File: src/rtl/seq_pkg.sv
// Shared opcode definitions for the microprogram sequencer.
package seq_pkg;

    localparam int SEQ_OP_W = 4;

    localparam logic [SEQ_OP_W-1:0] SEQ_CONT = 4'd0;
    localparam logic [SEQ_OP_W-1:0] SEQ_JMP  = 4'd1;
    localparam logic [SEQ_OP_W-1:0] SEQ_JSR  = 4'd2;
    localparam logic [SEQ_OP_W-1:0] SEQ_RTS  = 4'd3;
    localparam logic [SEQ_OP_W-1:0] SEQ_CASE = 4'd4;
    localparam logic [SEQ_OP_W-1:0] SEQ_LDCT = 4'd5;
    localparam logic [SEQ_OP_W-1:0] SEQ_RPCT = 4'd6;
    localparam logic [SEQ_OP_W-1:0] SEQ_PUSH = 4'd7;
    localparam logic [SEQ_OP_W-1:0] SEQ_RFCT = 4'd8;
    localparam logic [SEQ_OP_W-1:0] SEQ_JMAP = 4'd9;

endpackage

File: src/rtl/micro_sequencer_if.sv
// Pipeline-register / code-ROM side bundle of the microprogram sequencer.
interface micro_sequencer_if
    import seq_pkg::*;
#(
    parameter int ADDR_W = 11,
    parameter int COND_W = 8,
    parameter int CASE_W = 4
);
    localparam int SEL_W = (COND_W > 1) ? $clog2(COND_W) : 1;

    logic [SEQ_OP_W-1:0] op;
    logic [ADDR_W-1:0]   d_in;
    logic [ADDR_W-1:0]   map_in;
    logic [CASE_W-1:0]   case_in;
    logic [COND_W-1:0]   cond_in;
    logic [SEL_W-1:0]    cond_sel;
    logic                cond_pol;
    logic                stall;
    logic [ADDR_W-1:0]   uaddr;
    logic                cnt_zero;
    logic                stack_full;
    logic                stack_empty;
    logic                stack_err;

    // Pipeline side: drives the microinstruction fields, observes the address.
    modport master (
        output op, d_in, map_in, case_in, cond_in, cond_sel, cond_pol, stall,
        input  uaddr, cnt_zero, stack_full, stack_empty, stack_err
    );

    // Sequencer side.
    modport slave (
        input  op, d_in, map_in, case_in, cond_in, cond_sel, cond_pol, stall,
        output uaddr, cnt_zero, stack_full, stack_empty, stack_err
    );
endinterface

File: src/rtl/seq_stack.sv
// Return-address LIFO. Entry 0 is top of stack; a push when full shifts the
// oldest entry out so the newest STACK_DEPTH return addresses survive.
module seq_stack #(
    parameter int ADDR_W     = 11,
    parameter int DEPTH      = 4,
    parameter int RESET_ADDR = 0
) (
    input  logic              clock,
    input  logic              reset,
    input  logic              push,
    input  logic              pop,
    input  logic              peek,
    input  logic [ADDR_W-1:0] push_data,
    output logic [ADDR_W-1:0] tos,
    output logic              full,
    output logic              empty,
    output logic              overflow,
    output logic              underflow
);
    localparam int SP_W = $clog2(DEPTH + 1);

    logic [ADDR_W-1:0] mem_reg  [DEPTH];
    logic [ADDR_W-1:0] mem_next [DEPTH];
    logic [SP_W-1:0]   sp_reg;
    logic [SP_W-1:0]   sp_next;

    assign full      = (sp_reg == SP_W'(DEPTH));
    assign empty     = (sp_reg == '0);
    assign overflow  = push & full;
    assign underflow = (pop | peek) & empty;
    // Reading an empty stack yields the reset address so a stray return restarts.
    assign tos       = empty ? ADDR_W'(RESET_ADDR) : mem_reg[0];

    // Per-entry shift: push moves everything one deeper, pop moves one shallower.
    generate
        for (genvar gi = 0; gi < DEPTH; gi++) begin : g_entry
            if (gi == 0) begin : g_top
                if (DEPTH > 1) begin : g_deep
                    assign mem_next[gi] = push ? push_data : mem_reg[gi + 1];
                end else begin : g_single
                    assign mem_next[gi] = push_data;
                end
            end else if (gi == DEPTH - 1) begin : g_bottom
                assign mem_next[gi] = push ? mem_reg[gi - 1] : mem_reg[gi];
            end else begin : g_mid
                assign mem_next[gi] = push ? mem_reg[gi - 1] : mem_reg[gi + 1];
            end
        end
    endgenerate

    // Saturating stack pointer: stays at DEPTH on overflow and at 0 on underflow.
    always_comb begin
        sp_next = sp_reg;
        if (push && !full)
            sp_next = sp_reg + SP_W'(1);
        else if (pop && !empty)
            sp_next = sp_reg - SP_W'(1);
    end

    // Contents are don't-care after reset, so the storage carries no reset.
    always_ff @(posedge clock) begin
        if (push || pop)
            mem_reg <= mem_next;
    end

    // Stack pointer register.
    always_ff @(posedge clock or posedge reset) begin
        if (reset)
            sp_reg <= '0;
        else
            sp_reg <= sp_next;
    end
endmodule

File: src/rtl/micro_sequencer.sv
// Microprogram sequencer: next-address mux, condition select, loop counter,
// and the sticky stack error flag around the return-stack sub-block.
module micro_sequencer
    import seq_pkg::*;
#(
    parameter int ADDR_W      = 11,
    parameter int STACK_DEPTH = 4,
    parameter int CNT_W       = 8,
    parameter int COND_W      = 8,
    parameter int CASE_W      = 4,
    parameter int RESET_ADDR  = 0
) (
    input  logic              clock,
    input  logic              reset,
    micro_sequencer_if.slave  bus
);
    logic [ADDR_W-1:0] uaddr_reg, uaddr_next;
    logic [CNT_W-1:0]  cnt_reg, cnt_next;
    logic              err_reg;
    logic [ADDR_W-1:0] inc;
    logic [ADDR_W-1:0] tos;
    logic              pass;
    logic              cnt_zero;
    logic              push_req, pop_req, peek_req;
    logic              full, empty, overflow, underflow;

    assign pass     = bus.cond_in[bus.cond_sel] ^ bus.cond_pol;
    assign inc      = uaddr_reg + ADDR_W'(1);
    assign cnt_zero = (cnt_reg == '0);

    // Opcode decode into next address, counter update and stack requests.
    always_comb begin
        uaddr_next = inc;
        cnt_next   = cnt_reg;
        push_req   = 1'b0;
        pop_req    = 1'b0;
        peek_req   = 1'b0;
        case (bus.op)
            SEQ_JMP:  if (pass) uaddr_next = bus.d_in;
            SEQ_JSR:  if (pass) begin
                          push_req   = 1'b1;
                          uaddr_next = bus.d_in;
                      end
            SEQ_RTS:  if (pass) begin
                          pop_req    = 1'b1;
                          uaddr_next = tos;
                      end
            SEQ_CASE: uaddr_next = bus.d_in | ADDR_W'(bus.case_in);
            SEQ_LDCT: cnt_next = bus.d_in[CNT_W-1:0];
            SEQ_RPCT: if (!cnt_zero) begin
                          cnt_next   = cnt_reg - CNT_W'(1);
                          uaddr_next = bus.d_in;
                      end
            SEQ_PUSH: push_req = 1'b1;
            SEQ_RFCT: if (!cnt_zero) begin
                          cnt_next   = cnt_reg - CNT_W'(1);
                          peek_req   = 1'b1;
                          uaddr_next = tos;
                      end else begin
                          pop_req    = 1'b1;
                      end
            SEQ_JMAP: uaddr_next = bus.map_in;
            default:  ;
        endcase
    end

    seq_stack #(
        .ADDR_W     (ADDR_W),
        .DEPTH      (STACK_DEPTH),
        .RESET_ADDR (RESET_ADDR)
    ) u_stack (
        .clock     (clock),
        .reset     (reset),
        .push      (push_req & ~bus.stall),
        .pop       (pop_req & ~bus.stall),
        .peek      (peek_req & ~bus.stall),
        .push_data (inc),
        .tos       (tos),
        .full      (full),
        .empty     (empty),
        .overflow  (overflow),
        .underflow (underflow)
    );

    // Address, counter and sticky error advance only when not stalled.
    always_ff @(posedge clock or posedge reset) begin
        if (reset) begin
            uaddr_reg <= ADDR_W'(RESET_ADDR);
            cnt_reg   <= '0;
            err_reg   <= 1'b0;
        end else if (!bus.stall) begin
            uaddr_reg <= uaddr_next;
            cnt_reg   <= cnt_next;
            err_reg   <= err_reg | overflow | underflow;
        end
    end

    assign bus.uaddr       = uaddr_reg;
    assign bus.cnt_zero    = cnt_zero;
    assign bus.stack_full  = full;
    assign bus.stack_empty = empty;
    assign bus.stack_err   = err_reg;
endmodule

File: src/flat_wrapper.sv
// flat-port wrapper written by rule: the top's interface ports become plain ports
module micro_sequencer_flat import seq_pkg::*;
#(
    parameter int ADDR_W      = 11,
    parameter int STACK_DEPTH = 4,
    parameter int CNT_W       = 8,
    parameter int COND_W      = 8,
    parameter int CASE_W      = 4,
    parameter int RESET_ADDR  = 0
)
  (clock, reset, bus_op, bus_d_in, bus_map_in, bus_case_in, bus_cond_in, bus_cond_sel, bus_cond_pol, bus_stall, bus_uaddr, bus_cnt_zero, bus_stack_full, bus_stack_empty, bus_stack_err);
  micro_sequencer_if #(.ADDR_W(ADDR_W), .COND_W(COND_W), .CASE_W(CASE_W)) bus_i ();
  input  logic clock;
  input  logic reset;
  input wire logic [$bits(bus_i.op)-1:0] bus_op;
  input wire logic [$bits(bus_i.d_in)-1:0] bus_d_in;
  input wire logic [$bits(bus_i.map_in)-1:0] bus_map_in;
  input wire logic [$bits(bus_i.case_in)-1:0] bus_case_in;
  input wire logic [$bits(bus_i.cond_in)-1:0] bus_cond_in;
  input wire logic [$bits(bus_i.cond_sel)-1:0] bus_cond_sel;
  input wire logic [$bits(bus_i.cond_pol)-1:0] bus_cond_pol;
  input wire logic [$bits(bus_i.stall)-1:0] bus_stall;
  output wire logic [$bits(bus_i.uaddr)-1:0] bus_uaddr;
  output wire logic [$bits(bus_i.cnt_zero)-1:0] bus_cnt_zero;
  output wire logic [$bits(bus_i.stack_full)-1:0] bus_stack_full;
  output wire logic [$bits(bus_i.stack_empty)-1:0] bus_stack_empty;
  output wire logic [$bits(bus_i.stack_err)-1:0] bus_stack_err;
  assign bus_i.op = bus_op;
  assign bus_i.d_in = bus_d_in;
  assign bus_i.map_in = bus_map_in;
  assign bus_i.case_in = bus_case_in;
  assign bus_i.cond_in = bus_cond_in;
  assign bus_i.cond_sel = bus_cond_sel;
  assign bus_i.cond_pol = bus_cond_pol;
  assign bus_i.stall = bus_stall;
  assign bus_uaddr = bus_i.uaddr;
  assign bus_cnt_zero = bus_i.cnt_zero;
  assign bus_stack_full = bus_i.stack_full;
  assign bus_stack_empty = bus_i.stack_empty;
  assign bus_stack_err = bus_i.stack_err;
  micro_sequencer #(.ADDR_W(ADDR_W), .STACK_DEPTH(STACK_DEPTH), .CNT_W(CNT_W), .COND_W(COND_W), .CASE_W(CASE_W), .RESET_ADDR(RESET_ADDR)) u_core (.clock(clock), .reset(reset), .bus(bus_i));
endmodule
File: config.mk
export PLATFORM = sky130hd
export DESIGN_NAME = micro_sequencer_flat
export DESIGN_NICKNAME = d
export VERILOG_FILES = /design/src/rtl/seq_pkg.sv /design/src/rtl/micro_sequencer_if.sv /design/src/rtl/seq_stack.sv /design/src/rtl/micro_sequencer.sv /design/src/flat_wrapper.sv
export SDC_FILE = /design/constraint.sdc
export NUM_CORES = 1
export LEC_CHECK = 0
export CAP_MARGIN = 20
export CORE_UTILIZATION = 40
export CTS_BUF_LIST = sky130_fd_sc_hd__clkbuf_8
export DETAILED_ROUTE_END_ITERATION = 10
export GPL_ROUTABILITY_DRIVEN = 0
export PLACE_DENSITY = 0.7
export SYNTH_ARGS = -nofsm -noshare
export SYNTH_HDL_FRONTEND = slang
export SYNTH_HIERARCHICAL = 1
export SYNTH_SLANG_ARGS = --single-unit
export TNS_END_PERCENT = 1
File: constraint.sdc
create_clock -name clock -period 2.75 [get_ports clock]
set_input_delay 0.825 -clock clock [delete_from_list [all_inputs] [get_ports clock]]
set_output_delay 0.825 -clock clock [all_outputs]
set_load 0.02 [all_outputs]
-- Word-level counts from Yosys, hierarchy flattened
Cells that the tools add are included.
- reduce and logical (&&, ||, !) cells: 13
- bitwise operators: 11
- eq/ne operators: 11
- multiplexer cells: 21
- $add $sub $neg: 4
- $lt $le $gt $ge: 1
- operator list (kind ; number):
    11-bit two-way mux ; 8
    11-bit case mux with 6 select lines ; 1
    4-bit by 3-bit equality test with 1-bit output (second input constant) ; 4
    8-bit case mux with 2 select lines ; 1
    11-bit by 1-bit adder with 11-bit output (second input constant) ; 1
    11-bit by 4-bit bitwise OR with 11-bit output ; 1
    4-bit by 2-bit equality test with 1-bit output (second input constant) ; 2
    4-bit equality test (second input constant) ; 2
    8-bit logical NOT ; 1
    8-bit two-way mux ; 1
    8-bit by 1-bit subtractor with 8-bit output (second input constant) ; 1
    3-bit two-way mux ; 2
    1-bit AND ; 5
    1-bit two-way mux ; 5
    4-bit by 1-bit equality test with 1-bit output (second input constant) ; 1
    3-bit by 4-bit < comparator with 1-bit output (second input constant) ; 1
    1-bit case mux with 2 select lines ; 2
    2-bit nonzero test ; 2
    2-bit OR reduction ; 2
    3-bit by 1-bit adder with 3-bit output (second input constant) ; 1
    1-bit binary-select mux with 3-bit select ; 1
    3-bit equality test (second input constant) ; 1
    3-bit logical NOT ; 1
    1-bit bitwise OR ; 3
    9 further kinds ; 11
- word-level logic and storage cells: 69
- bits of input ports: 45
- register bits: 67
- output and inout port bits: 15

-- Logic depth before layout (Yosys ltp)
Gate-level depths: netlist of the first run.
- depth after elaboration: 9
- mapped depth: 13
- gate-level depth less buffers: 11

-- Hierarchy
Netlist of the first run, hierarchy kept.
- by module, submodules not included (module ; seq. area each (um^2) ; area an instance (um^2) ; cells each ; instances):
    seq_stack ; 1396.3 ; 2083.2 ; 124 ; 1
    micro_sequencer ; 500.5 ; 1696.6 ; 212 ; 1

-- Worst setup path after synthesis of the first run
No wires, ideal clock.
- path kind: input port to flip-flop
- start point: in bus_cond_sel[1]
- end point: reg u_core.u_stack.sp_reg[2]
- buffers on the path: 2
- stages: 13
- path slack: -0.732 ns
- arrival: 3.378 ns
- library setup time: 0.104 ns
- data required time: 2.646 ns
- cell sequence: mux2_2 mux4_2 xnor2_4 nor3_1 a21oi_1 nor3_1 clkbuf_2 buf_2 nand2b_1 fa_1 o211ai_2 o21ai_1 a221oi_1
- longest elaborated chain between the ends: 8
- elaborated cells on any way between the ends: 12
- those cells by class: mux: 6; bitwise: 3; reduce/logical: 3
- ends and longest elaborated chain (element ; line ; RTL):
    start: declaration ; flat_wrapper.sv:20 ; input wire logic [$bits(bus_i.cond_sel)-1:0] bus_cond_sel;
    1-bit binary-select mux with 3-bit select * ; micro_sequencer.sv:27 ; assign pass = bus.cond_in[bus.cond_sel] ^ bus.cond_pol;
    1-bit two-way mux (implied by the code) * ; micro_sequencer.sv:27 ;
    1-bit XOR * ; micro_sequencer.sv:27 ;
    1-bit two-way mux * ; micro_sequencer.sv:40, micro_sequencer.sv:44 ;
    1-bit case mux with 2 select lines ; micro_sequencer.sv:38 ; case (bus.op)
    1-bit AND (on tied branches) ; micro_sequencer.sv:74, micro_sequencer.sv:75 ;
    1-bit logical AND (on tied branches) ; seq_stack.sv:54, seq_stack.sv:56 ;
    3-bit two-way mux or 2-bit nonzero test (tied branches) ; - ;
    end signal: assignment ; seq_stack.sv:71 ; sp_reg <= sp_next;
    end: declaration ; seq_stack.sv:24 ; logic [SP_W-1:0] sp_reg;
Mark *: on every way between the ends. The rest lies on a longest branch, timed or not. The select of a mux whose other input is x is not followed.
A chain may end at the register's enable or synchronous reset.

-- Final worst setup path of the first run
Same ends and word-level chain as after synthesis.

==> flow_metrics.tcl, run 1 <==
set metrics [dict create \
    status "finished with violations" \
    violations "setup timing" \
    rr_startpoint "u_core/cnt_reg[0]" \
    grt_setup_unrepaired "true" \
    route.met2.wl_mm 4.69 \
    postSynthCellCount 336 \
    hp-start "u_core/u_stack/mem_reg[21]" \
    viasPerCell 5.54 \
    grt_usage_pct 20.9 \
    syn_to_final_growth_pct 36.7 \
    cts_tree "built" \
    worstMarginPinSlew_ns 0.530 \
    syn_avg_cell_area_um2 11.2 \
    path_clk_slew_ns 0.07 \
    holdCritPathClass "register to register" \
    drc 0 \
    skew_ns 0.0175 \
    worstPathRequired_ns 2.99 \
    final_util_pct 56.2 \
    num_rows 35 \
    cts_root_buffer "clkbuf_8" \
    cp.arrival_ns 3.19 \
    fp.dieW_um 99.2 \
    crit_type "primary input to register" \
    r2r_setup_slack_ns 0.50 \
    syn_area_mm2 0.00378 \
    post_drt_wl_per_cell_um 17.5 \
    fin_crit_ns 2.95 \
    cp-startpoint "bus_cond_sel[1]" \
    finalHoldViolations 0 \
    clock_latency_ns 0.35 \
    coreArea_mm2 0.00920 \
    antenna_found_initial 0 \
    finalNonFillerCells 560 \
    port_buffers 59 \
    top_layer "met4" \
    ys_async_sr_fraction_pct 34.3 \
    ir_drop_mv 0.285 \
    power_mw 3.10 \
    max_freq_ghz 0.339 \
    cts_sinks 67 \
    min_period_over_period_pct 107 \
    p_leak_nw 1.97 \
    cts_max_path_buffers 2 \
    grt_pass1_vias 3169 \
    die_area_mm2 0.00984 \
    slew_viol_final 0 \
    wl_met1_mm 4.36 \
    synth.most_common_cell "edfxtp_1" \
    wl_met3_um 481 \
    startpoint_type "primary input" \
    io_pins 60 \
    maxSlewHeadroom_pct 64.6 \
    dp_hpwl_mm 7.25 \
    end_kind "register" \
    seqCellArea_mm2 0.00190 \
    layout-drive-gt1-share_pct 33.2 \
    max_cap_violations 0 \
    via_count 3104 \
    num_antenna_cells 0 \
    drtAntennaViolNets 0 \
    fillers 806 \
    largest_reg_flops 44 \
    cts_inserted_buffers 9 \
    synth.top_cell.area_share_pct 35.0 \
    nets 492 \
    pre_cts_ws_ns -1.11 \
    dp.cells 543 \
    yosys-top-cells-count "edfxtp_1 (44), mux2_2 (37), dfrtp_1 (23), nand2_1 (23), inv_1 (20)" \
    yosys.area.top_type "edfxtp_1" \
    multiInputGateArea_mm2 0.00180 \
    overflow 0 \
    yosysUniqueCellTypes 57 \
    cp_max_fo 4 \
    synth_warnings 6 \
    htreeDepth 3 \
    synthTopCellsByArea "edfxtp_1 (35%), dfrtp_1 (15%), mux2_2 (11%), nor2b_1 (2.8%), a221oi_1 (2.8%)" \
    syn-num-nets 384 \
    synth_seq_cells 67 \
    die_y_um 99.2 \
    wl_mm 9.79 \
    dr.pass1.iters 4 \
    synth.yosys.seq_area_share_pct 50.2 \
    start_util_pct 41.1 \
    synth-main-ff-cell "edfxtp_1" \
    drtIter0Drc 233 \
    setup_viol 71 \
    worst_slack_ns -0.198 \
    grt_first_pass_wirelength_mm 15.9 \
    grt_max_degree 27 \
    powerDensity_mw_per_mm2 600 \
    synth_edf_count 44 \
]
-- report_power, final --
group          internal (mW)  leakage [nW]  switching (mW)
registers               1.18         0.668           0.155
logic                  0.455          1.20           0.459
clock network          0.433        0.0984           0.422
total                   2.06          1.97            1.04
-- metrics by stage --
step / TNS, ns / cell area (um^2) / hold slack (ns)
2_1_floorplan: -25.40 / 3790 / 0.422
3_3_place_gp: -81.30 / 4900 / 0.425
3_5_place_dp: -85.84 / 4900 / 0.438
4_1_cts: -14.42 / 5110 / 0.450
5_1_grt: -12.84 / 5170 / 0.458
6_report: -7.79 / 5170 / 0.448
-- cell usage in the layout, fill, tap and decap left out, drive strengths merged, types with 2 or more instances in the layout --
cell and count:
a21o 4, nand2b 5, nand3 8, o21ai 10, ha 2, mux2i 2, nor3 11, nand2 23
mux2 38, dfrtp 23, or2 5, a21oi 15, nor2 16, nand3b 2, a22oi 4, buf 65
nand4 3, clkbuf 10, nor4 3, a211oi 3, and2 2, clkinvlp 2, clkdlybuf4s50 48, xnor2 9
o22ai 4, o21a 2, inv 23, a32oi 10, a31oi 2, nor2b 18, edfxtp 44, o22a 2
a221oi 12
-- routing by layer --
layer | up-vias | global-route usage, %
met5 | - | 0
met4 | 0 | 8.14
met3 | 18 | 4.29
met2 | 103 | 34.3
met1 | 1513 | 27.1
li1 | 1470 | -
-- final timing paths --
path / endpoint / cells past startpoint
min in group asynchronous: u_core/u_stack/sp_reg[0] / 2
worst max register to register: u_core/u_stack/mem_reg[14] / 9
worst min-delay path: u_core/u_stack/mem_reg[10] / 0
worst max-delay path: u_core/u_stack/sp_reg[2] / 12
worst min register to register: u_core/u_stack/mem_reg[10] / 0
max in group asynchronous: u_core/bus.uaddr[0] / 3
-- cell families after synthesis --
kind of cell    count (synthesis)  synth area share, %
mux                            41                 12.4
compound gates                 74                 14.2
simple gates                  102                 14.7
buf+inv                        39                 4.53
flops                          67                 50.2
xor+xnor                       10                 2.81
fa+ha+maj                       3                 1.19
-- final cells by class --
type / instances / area share (%)
clock buffer: 9 / 2.40
clock inverter: 7 / 1.60
inverter: 20 / 1.45
multi-input combinational: 230 / 34.9
sequential: 67 / 36.7
tap: 111 / 2.69
timing repair buffer: 116 / 20.2
-- timing repair --
action                     in CTS  in global routing
setup endpoints to repair      93                 83
resized for setup              40                 12
hold buffers                    0                  0
pin swaps                       6                  6
buffers inserted                0                  1
-- worst max-delay path: stages --
cell and delay [ns]:
buf_8 0.11, mux2_4 0.29, mux4_2 0.55, xnor2_4 0.16, nor3_2 0.11, a21oi_1 0.06, nor3_2 0.15, nand2b_1 0.09
fa_2 0.40, o211ai_2 0.09, o21ai_2 0.08, a221oi_2 0.27
No activity file was read; power rests on OpenSTA's default activity.
==> inputs of run 2 (changes only) <==
GPL_ROUTABILITY_DRIVEN = not set   (was 0)
==> results of run 2 <==
No change in the layout: final DEF, timing and power equal those of run 1.
